===== config.mk =====
export PLATFORM = sky130hd
export DESIGN_NAME = serial_mag_compare_ctrl
export DESIGN_NICKNAME = d
export VERILOG_FILES = /design/src/rtl/serial_mag_compare_ctrl_pkg.sv /design/src/rtl/serial_mag_compare_ctrl_comparator.sv /design/src/rtl/serial_mag_compare_ctrl.sv
export SDC_FILE = /design/constraint.sdc
export NUM_CORES = 1
export LEC_CHECK = 0
export CORE_MARGIN = 2
export CORE_UTILIZATION = 45
export CTS_BUF_LIST = sky130_fd_sc_hd__clkbuf_8 sky130_fd_sc_hd__clkbuf_16
export DETAILED_ROUTE_END_ITERATION = 12
export PLACE_DENSITY = 0.67
export RECOVER_POWER = 100
export SYNTH_ARGS = -nofsm -noshare
export SYNTH_HDL_FRONTEND = slang
export SYNTH_HIERARCHICAL = 1
export SYNTH_SLANG_ARGS = --single-unit
export TNS_END_PERCENT = 100

===== constraint.sdc =====
create_clock -name clk -period 2.7 [get_ports clk]
set_input_delay 0.54 -clock clk [delete_from_list [all_inputs] [get_ports clk]]
set_output_delay 0.54 -clock clk [all_outputs]
set_load 0.005 [all_outputs]

===== src/rtl/serial_mag_compare_ctrl_pkg.sv =====
// Shared definitions for the serial magnitude comparator: FSM state codes and
// the default operand width.
package serial_mag_compare_ctrl_pkg;

  localparam int WIDTH_DEFAULT = 8;

  // The unused code 2'b11 is handled as IDLE by the controller.
  typedef enum logic [1:0] {
    S_IDLE    = 2'b00,
    S_COMPARE = 2'b01,
    S_DONE    = 2'b10
  } state_t;

endpackage


===== src/rtl/serial_mag_compare_ctrl_comparator.sv =====
// Single-bit magnitude comparator cell; exactly one output is high.
module comparator (
  input  logic a,
  input  logic b,
  output logic lt,
  output logic eq,
  output logic gt
);

  assign lt = ~a & b;
  assign gt = a & ~b;
  assign eq = ~(a ^ b);

endmodule


===== src/rtl/serial_mag_compare_ctrl.sv =====
// Compares two unsigned operands MSB first, one bit per clock, through a single
// comparator cell; stops at the first differing bit and holds the result.
module serial_mag_compare_ctrl
  import serial_mag_compare_ctrl_pkg::*;
#(
  parameter int WIDTH = WIDTH_DEFAULT
) (
  input  logic             clk,
  input  logic             rst,
  input  logic             start,
  input  logic             abort,
  input  logic [WIDTH-1:0] a,
  input  logic [WIDTH-1:0] b,
  output logic             busy,
  output logic             done,
  output logic             lt,
  output logic             eq,
  output logic             gt
);

  localparam int IDX_W = $clog2(WIDTH);

  // Handshake: start is accepted only in IDLE with abort low; operands are
  // captured on that edge. done is a one-cycle pulse in DONE; busy covers
  // COMPARE and DONE, and any start seen while busy is dropped.
  state_t            state;
  state_t            next_state;
  logic [WIDTH-1:0]  a_reg;
  logic [WIDTH-1:0]  b_reg;
  logic [IDX_W-1:0]  idx;
  logic              accept;
  logic              decide;
  logic              idx_dec;
  logic              cell_lt;
  logic              cell_eq;
  logic              cell_gt;

  comparator u_cell (
    .a  (a_reg[idx]),
    .b  (b_reg[idx]),
    .lt (cell_lt),
    .eq (cell_eq),
    .gt (cell_gt)
  );

  always_ff @(posedge clk or posedge rst) begin
    if (rst) begin
      state <= S_IDLE;
      a_reg <= '0;
      b_reg <= '0;
      idx   <= '0;
      lt    <= 1'b0;
      eq    <= 1'b0;
      gt    <= 1'b0;
    end else begin
      state <= next_state;
      if (accept) begin
        a_reg <= a;
        b_reg <= b;
        idx   <= IDX_W'(WIDTH - 1);
      end else if (idx_dec) begin
        idx <= idx - IDX_W'(1);
      end
      // On an all-equal final bit the cell already reports eq=1, lt=gt=0.
      if (decide) begin
        lt <= cell_lt;
        eq <= cell_eq;
        gt <= cell_gt;
      end
    end
  end

  always_comb begin
    next_state = state;
    accept     = 1'b0;
    decide     = 1'b0;
    idx_dec    = 1'b0;
    busy       = 1'b0;
    done       = 1'b0;
    case (state)
      S_COMPARE: begin
        busy = 1'b1;
        if (abort) begin
          next_state = S_IDLE;
        end else if (!cell_eq || idx == '0) begin
          decide     = 1'b1;
          next_state = S_DONE;
        end else begin
          idx_dec = 1'b1;
        end
      end
      S_DONE: begin
        busy       = 1'b1;
        done       = 1'b1;
        next_state = S_IDLE;
      end
      default: begin
        if (start && !abort) begin
          accept     = 1'b1;
          next_state = S_COMPARE;
        end
      end
    endcase
  end

endmodule


* After elaboration in Yosys (flattened, before gate mapping) *
Index checks and enable logic that the tools add are counted.

cells by class
  add/sub/neg operators = 1
  multiply operators = 0
  divide/modulo/power cells = 0
  $lt $le $gt $ge = 1
  equal/unequal tests = 3
  shift operators = 0
  muxes and demuxes = 20
  bitwise gates (word level) = 6
  reductions and logical operators = 8

operators with widths
  operator                                                               count
  1-bit two-way mux                                                      12
  1-bit binary-select mux with 3-bit select                              2
  2-bit two-way mux                                                      3
  3-bit two-way mux                                                      2
  3-bit by 4-bit < comparator with 1-bit output, second input constant   1
  2-bit case mux with 2 select lines                                     1
  3-bit zero test                                                        1
  3-bit inequality test, second input constant                           1
  1-bit inverter                                                         3
  3-bit nonzero test                                                     1
  3-bit by 1-bit subtractor with 3-bit output, second input constant     1
  1-bit bitwise AND                                                      2
  2-bit by 1-bit equality test with 1-bit output, second input constant  1
  2-bit equality test, second input constant                             1
  2-bit AND reduction                                                    1
  2-bit nonzero test                                                     1
  2-bit OR reduction                                                     1
  1-bit logical AND                                                      1
  1-bit zero test                                                        1
  1-bit logical OR                                                       1
  1-bit bitwise XOR                                                      1

storage, ports and cells
  bits in registers = 24
  latch bits = 0
  RAM bits = 0
  memory bits (read-only) = 0
  output and inout bits = 5
  memories = 0

* Depth between registers and ports, before layout *
  depth in word-level cells = 9
  mapped depth = 9

* Modules after synthesis *
The synthesis kept the hierarchy.

modules (own cells, without submodules)
  module                   instances  cells an instance  area each (um^2)
  serial_mag_compare_ctrl  1          87                 1214.9
  comparator               1          4                  32.5

* Worst setup path before layout *
No wires, ideal clock.

  path type = reg2reg
  from = reg idx[1]
  to = reg gt
  setup time = 0.128 ns
  arrival = 2.002 ns
  data required time = 2.572 ns
  setup slack = 0.571 ns
  stages on the path, launching flop included = 10
  path buffers = 2
  period minus slack after synthesis = 2.129 ns
  cell sequence = dfrtp_1 > buf_6 > mux4_1 > nand2_1 > nand2_1 > inv_1 > ha_1 > buf_2 > a21boi_4 > mux2_1

between the ends
  longest elaborated chain between the ends = 7

ends and longest elaborated chain
  element                                                       line                                                          RTL
  start, declared                                               serial_mag_compare_ctrl.sv:30                                 logic [IDX_W-1:0] idx;
  start signal, assigned                                        serial_mag_compare_ctrl.sv:60                                 idx <= IDX_W'(WIDTH - 1);
  start signal, assigned                                        serial_mag_compare_ctrl.sv:62                                 idx <= idx - IDX_W'(1);
  1-bit binary-select mux with 3-bit select (on tied branches)  serial_mag_compare_ctrl.sv:39, serial_mag_compare_ctrl.sv:40
  1-bit two-way mux (on tied branches)                          serial_mag_compare_ctrl.sv:39, serial_mag_compare_ctrl.sv:40
  1-bit bitwise XOR                                             serial_mag_compare_ctrl_comparator.sv:12                      assign eq = ~(a ^ b);
  1-bit logical OR                                              serial_mag_compare_ctrl.sv:85                                 end else if (!cell_eq || idx == '0) begin
  1-bit two-way mux                                             serial_mag_compare_ctrl.sv:85
  1-bit two-way mux                                             serial_mag_compare_ctrl.sv:83                                 if (abort) begin
  1-bit two-way mux                                             serial_mag_compare_ctrl.sv:80                                 case (state)
  end signal, assigned                                          serial_mag_compare_ctrl.sv:68                                 gt <= cell_gt;
  end, declared                                                 serial_mag_compare_ctrl.sv:18                                 output logic gt

Several ways; a longest one is shown, not always the timed one. The select of a mux whose other input is x is not followed.
A chain may end at the register's enable or synchronous reset.

* Worst setup path in the final report *
  from = in abort
  to = reg a_reg[6]

between the ends
  longest elaborated chain between the ends = 4

ends and longest elaborated chain
  element               line                           RTL
  start, declared       serial_mag_compare_ctrl.sv:11  input logic abort,
  1-bit zero test       serial_mag_compare_ctrl.sv:98  if (start && !abort) begin
  1-bit logical AND     serial_mag_compare_ctrl.sv:98
  1-bit two-way mux     serial_mag_compare_ctrl.sv:98
  1-bit two-way mux     serial_mag_compare_ctrl.sv:80
  end signal, assigned  serial_mag_compare_ctrl.sv:49  a_reg <= '0;
  end signal, assigned  serial_mag_compare_ctrl.sv:58  a_reg <= a;
  end, declared         serial_mag_compare_ctrl.sv:28  logic [WIDTH-1:0] a_reg;

No other way between the ends.

==> flow_summary.ini <==
[setup_path]
critPathSlowestCell = nor2_1
worstSetupStartpoint = abort
r2r_start = idx[1]
cp_max_fo = 16
max_stage_delay_ns = 0.96
arrival_ns = 2.50
crit_chain = clkdlybuf4s50_1 -> nand2b_1 -> nor2_1 -> mux2_1
worst_setup_path_start_kind = input pin
r2r_slack_ns = 0.41
endpoint_kind = register
cp_data_required_time_ns = 2.84
r2r_cells = 6
critPathKind = input pin to register
r2r-end = lt

[floorplanning]
start_util_pct = 46.4
num_rows = 19
coreArea_um2 = 2690
die_x_um = 56.7
die_h_um = 56.7
die_area_um2 = 3210
pin_count = 25

[timing]
hold_ws_ns = 0.483
final-max-slew-violation-count = 0
rsz0062_at_grt = false
maxSlewHeadroom_pct = 14.3
setup_violations = 0
postLayoutSetupSlackWorst_ns = 0.342
post-route-min-period_ns = 2.36
max_freq_mhz = 424
fin_tns_setup_ns = 0
worstMarginPinSlew_ns = 1.28
fin_crit_sh_pct = 87.3
fin_skew_ns = 0.00152
hold_viol_final = 0

[synthesis]
synth_nets = 117
netlist_top_cells_count = dfrtp_1, mux2_1, inv_1
syn_avg_cell_area_um2 = 13.7
syn_inst = 91
synthTopCellsByArea = dfrtp_1, mux2_1, mux4_1, ha_1, nand2b_4
syn_area_um2 = 1250
seq_area_frac_synth_pct = 48.1
synth_top_area_share_pct = 48.1
dominantRegCellSynth = dfrtp_1
async_flop_share_pct = 100
synth-edff-count = 0
ys_warn_count = 6
synth_largest_area_cell = dfrtp_1
synth_cell_type_count = 24
synth-seq-cells = 24
yosysMostFrequentCell = dfrtp_1

[placed_design]
place.gp.congestion = 0.876
hpwl_um = 1470
pre_cts_slack_ns = 0.411
dp_cells = 143
port_buffers = 24

[clocking]
clock_latency_ns = 0.26
htree_levels = 1
post_cts_buffers = 0
cts_buffer_depth = 2
ctsRootBufferMaster = clkbuf_8
numCtsBuffers = 3
cts_hold_buffers = 0
clock_sinks = 24
cts_resized = 0
clk_pin_slew_worst_paths_ns = 0.08
cts_tree = yes

[detailed_routing]
viasPerCell = 5.21
vias = 761
detail_route.wl_per_cell_um = 13.5
routed_wl_um = 1970
drtPass1Iterations = 4
drc = 0
detail_route.iter0.violations = 15
postRouteAntennaNets = 0

[power]
p_clk_share_pct = 13.7
seqPwrFrac_pct = 41.9
p_sw_share_pct = 33.8
power_switching_uw = 502
internal_power_uw = 985
power_frac_comb_pct = 44.4
power_density_nw_per_um2 = 977
power.leakage_uw = 0.000703
total_power_uw = 1490
ir_worst_vdd_uv = 591

[hold_path]
min_from = a_reg[1]
holdPathStages = 1
min_path_type = register to register
hold_end = a_reg[1]

[finish]
seqCellArea_um2 = 601
diodes = 0
fill_cells = 222
drive_gt1_share_pct = 6.96
multi_input_area_um2 = 563
layoutNonFillerInstCount = 146
nets = 143
areaGrowthSynthToFinish_pct = 22.0

[run_status]
outcome = completed

[global_routing]
grt_pass1_wl_um = 3340
overflow = 0
track_usage_pct = 13.6
antenna_found_initial = 0
grt_pass1_vias = 726
grt_max_degree = 25

[run]
cap_violations = 0
==> worst max-delay path, delay by kind of cell <==
kind	cells	cell delay, ns
AND/OR/NAND/NOR	2	1.14
buffers and inverters	1	0.42
multiplexers	1	0.39
==> cells in the final DEF (no fill, tap or decap), types with 2 or more instances in the layout <==
| master | instances |
|---|---|
| dfrtp_1 | 24 |
| mux2_1 | 18 |
| clkdlybuf4s50_1 | 18 |
| inv_1 | 7 |
| nand2_1 | 6 |
| ha_1 | 6 |
| dlygate4sd3_1 | 6 |
| mux4_1 | 4 |
| and4_1 | 3 |
| o21ai_0 | 3 |
| clkbuf_8 | 3 |
| inv_2 | 2 |
| nor2_1 | 2 |
| a31oi_1 | 2 |
==> final cells by class <==
type	instances	area share, %
multi-input cells	54	37.0
repair buffers	25	16.0
flip-flops and latches	24	39.5
inverters	9	2.22
well taps	31	2.55
clock buffers	3	2.71
==> cell families after synthesis <==
kind of cell             count (synthesis)  share of synthesized area (%)
AO/OA/AOI/OAI                           10                           6.52
AND/OR/NAND/NOR                         15                           8.33
buffers and inverters                   13                           5.52
multiplexers                            23                           25.5
flip-flops                              24                           48.1
adder cells (fa/ha/maj)                  6                           6.02
==> power by group through the flow <==
stage	clock, uW	sequential (uW)	combinational, uW
detailed placement	0	634	691
finish	204	624	660
global route	223	650	749
CTS	209	628	696
global placement	0	633	672
floorplan	0	594	545
==> through the flow <==
stage	util [%]	instance area [um2]
5_1_grt	56.6	1520
2_1_floorplan	-	1250
3_5_place_dp	55.8	1500
6_report	56.6	1520
3_3_place_gp	55.8	1500
4_1_cts	57.3	1540
==> worst max path at each step <==
stage | endpoint
after floorplan | gt
final | a_reg[6]
after global routing | b_reg[5]
after global placement | gt
after CTS | lt
after detailed placement | lt
==> layer usage <==
layer	wire, um	GRT usage (%)
met5	0	0
met4	19	5.10
met2	954	22.6
met1	902	17.7
met3	97	2.30
Note: power is estimated with default switching activity, not from simulation.
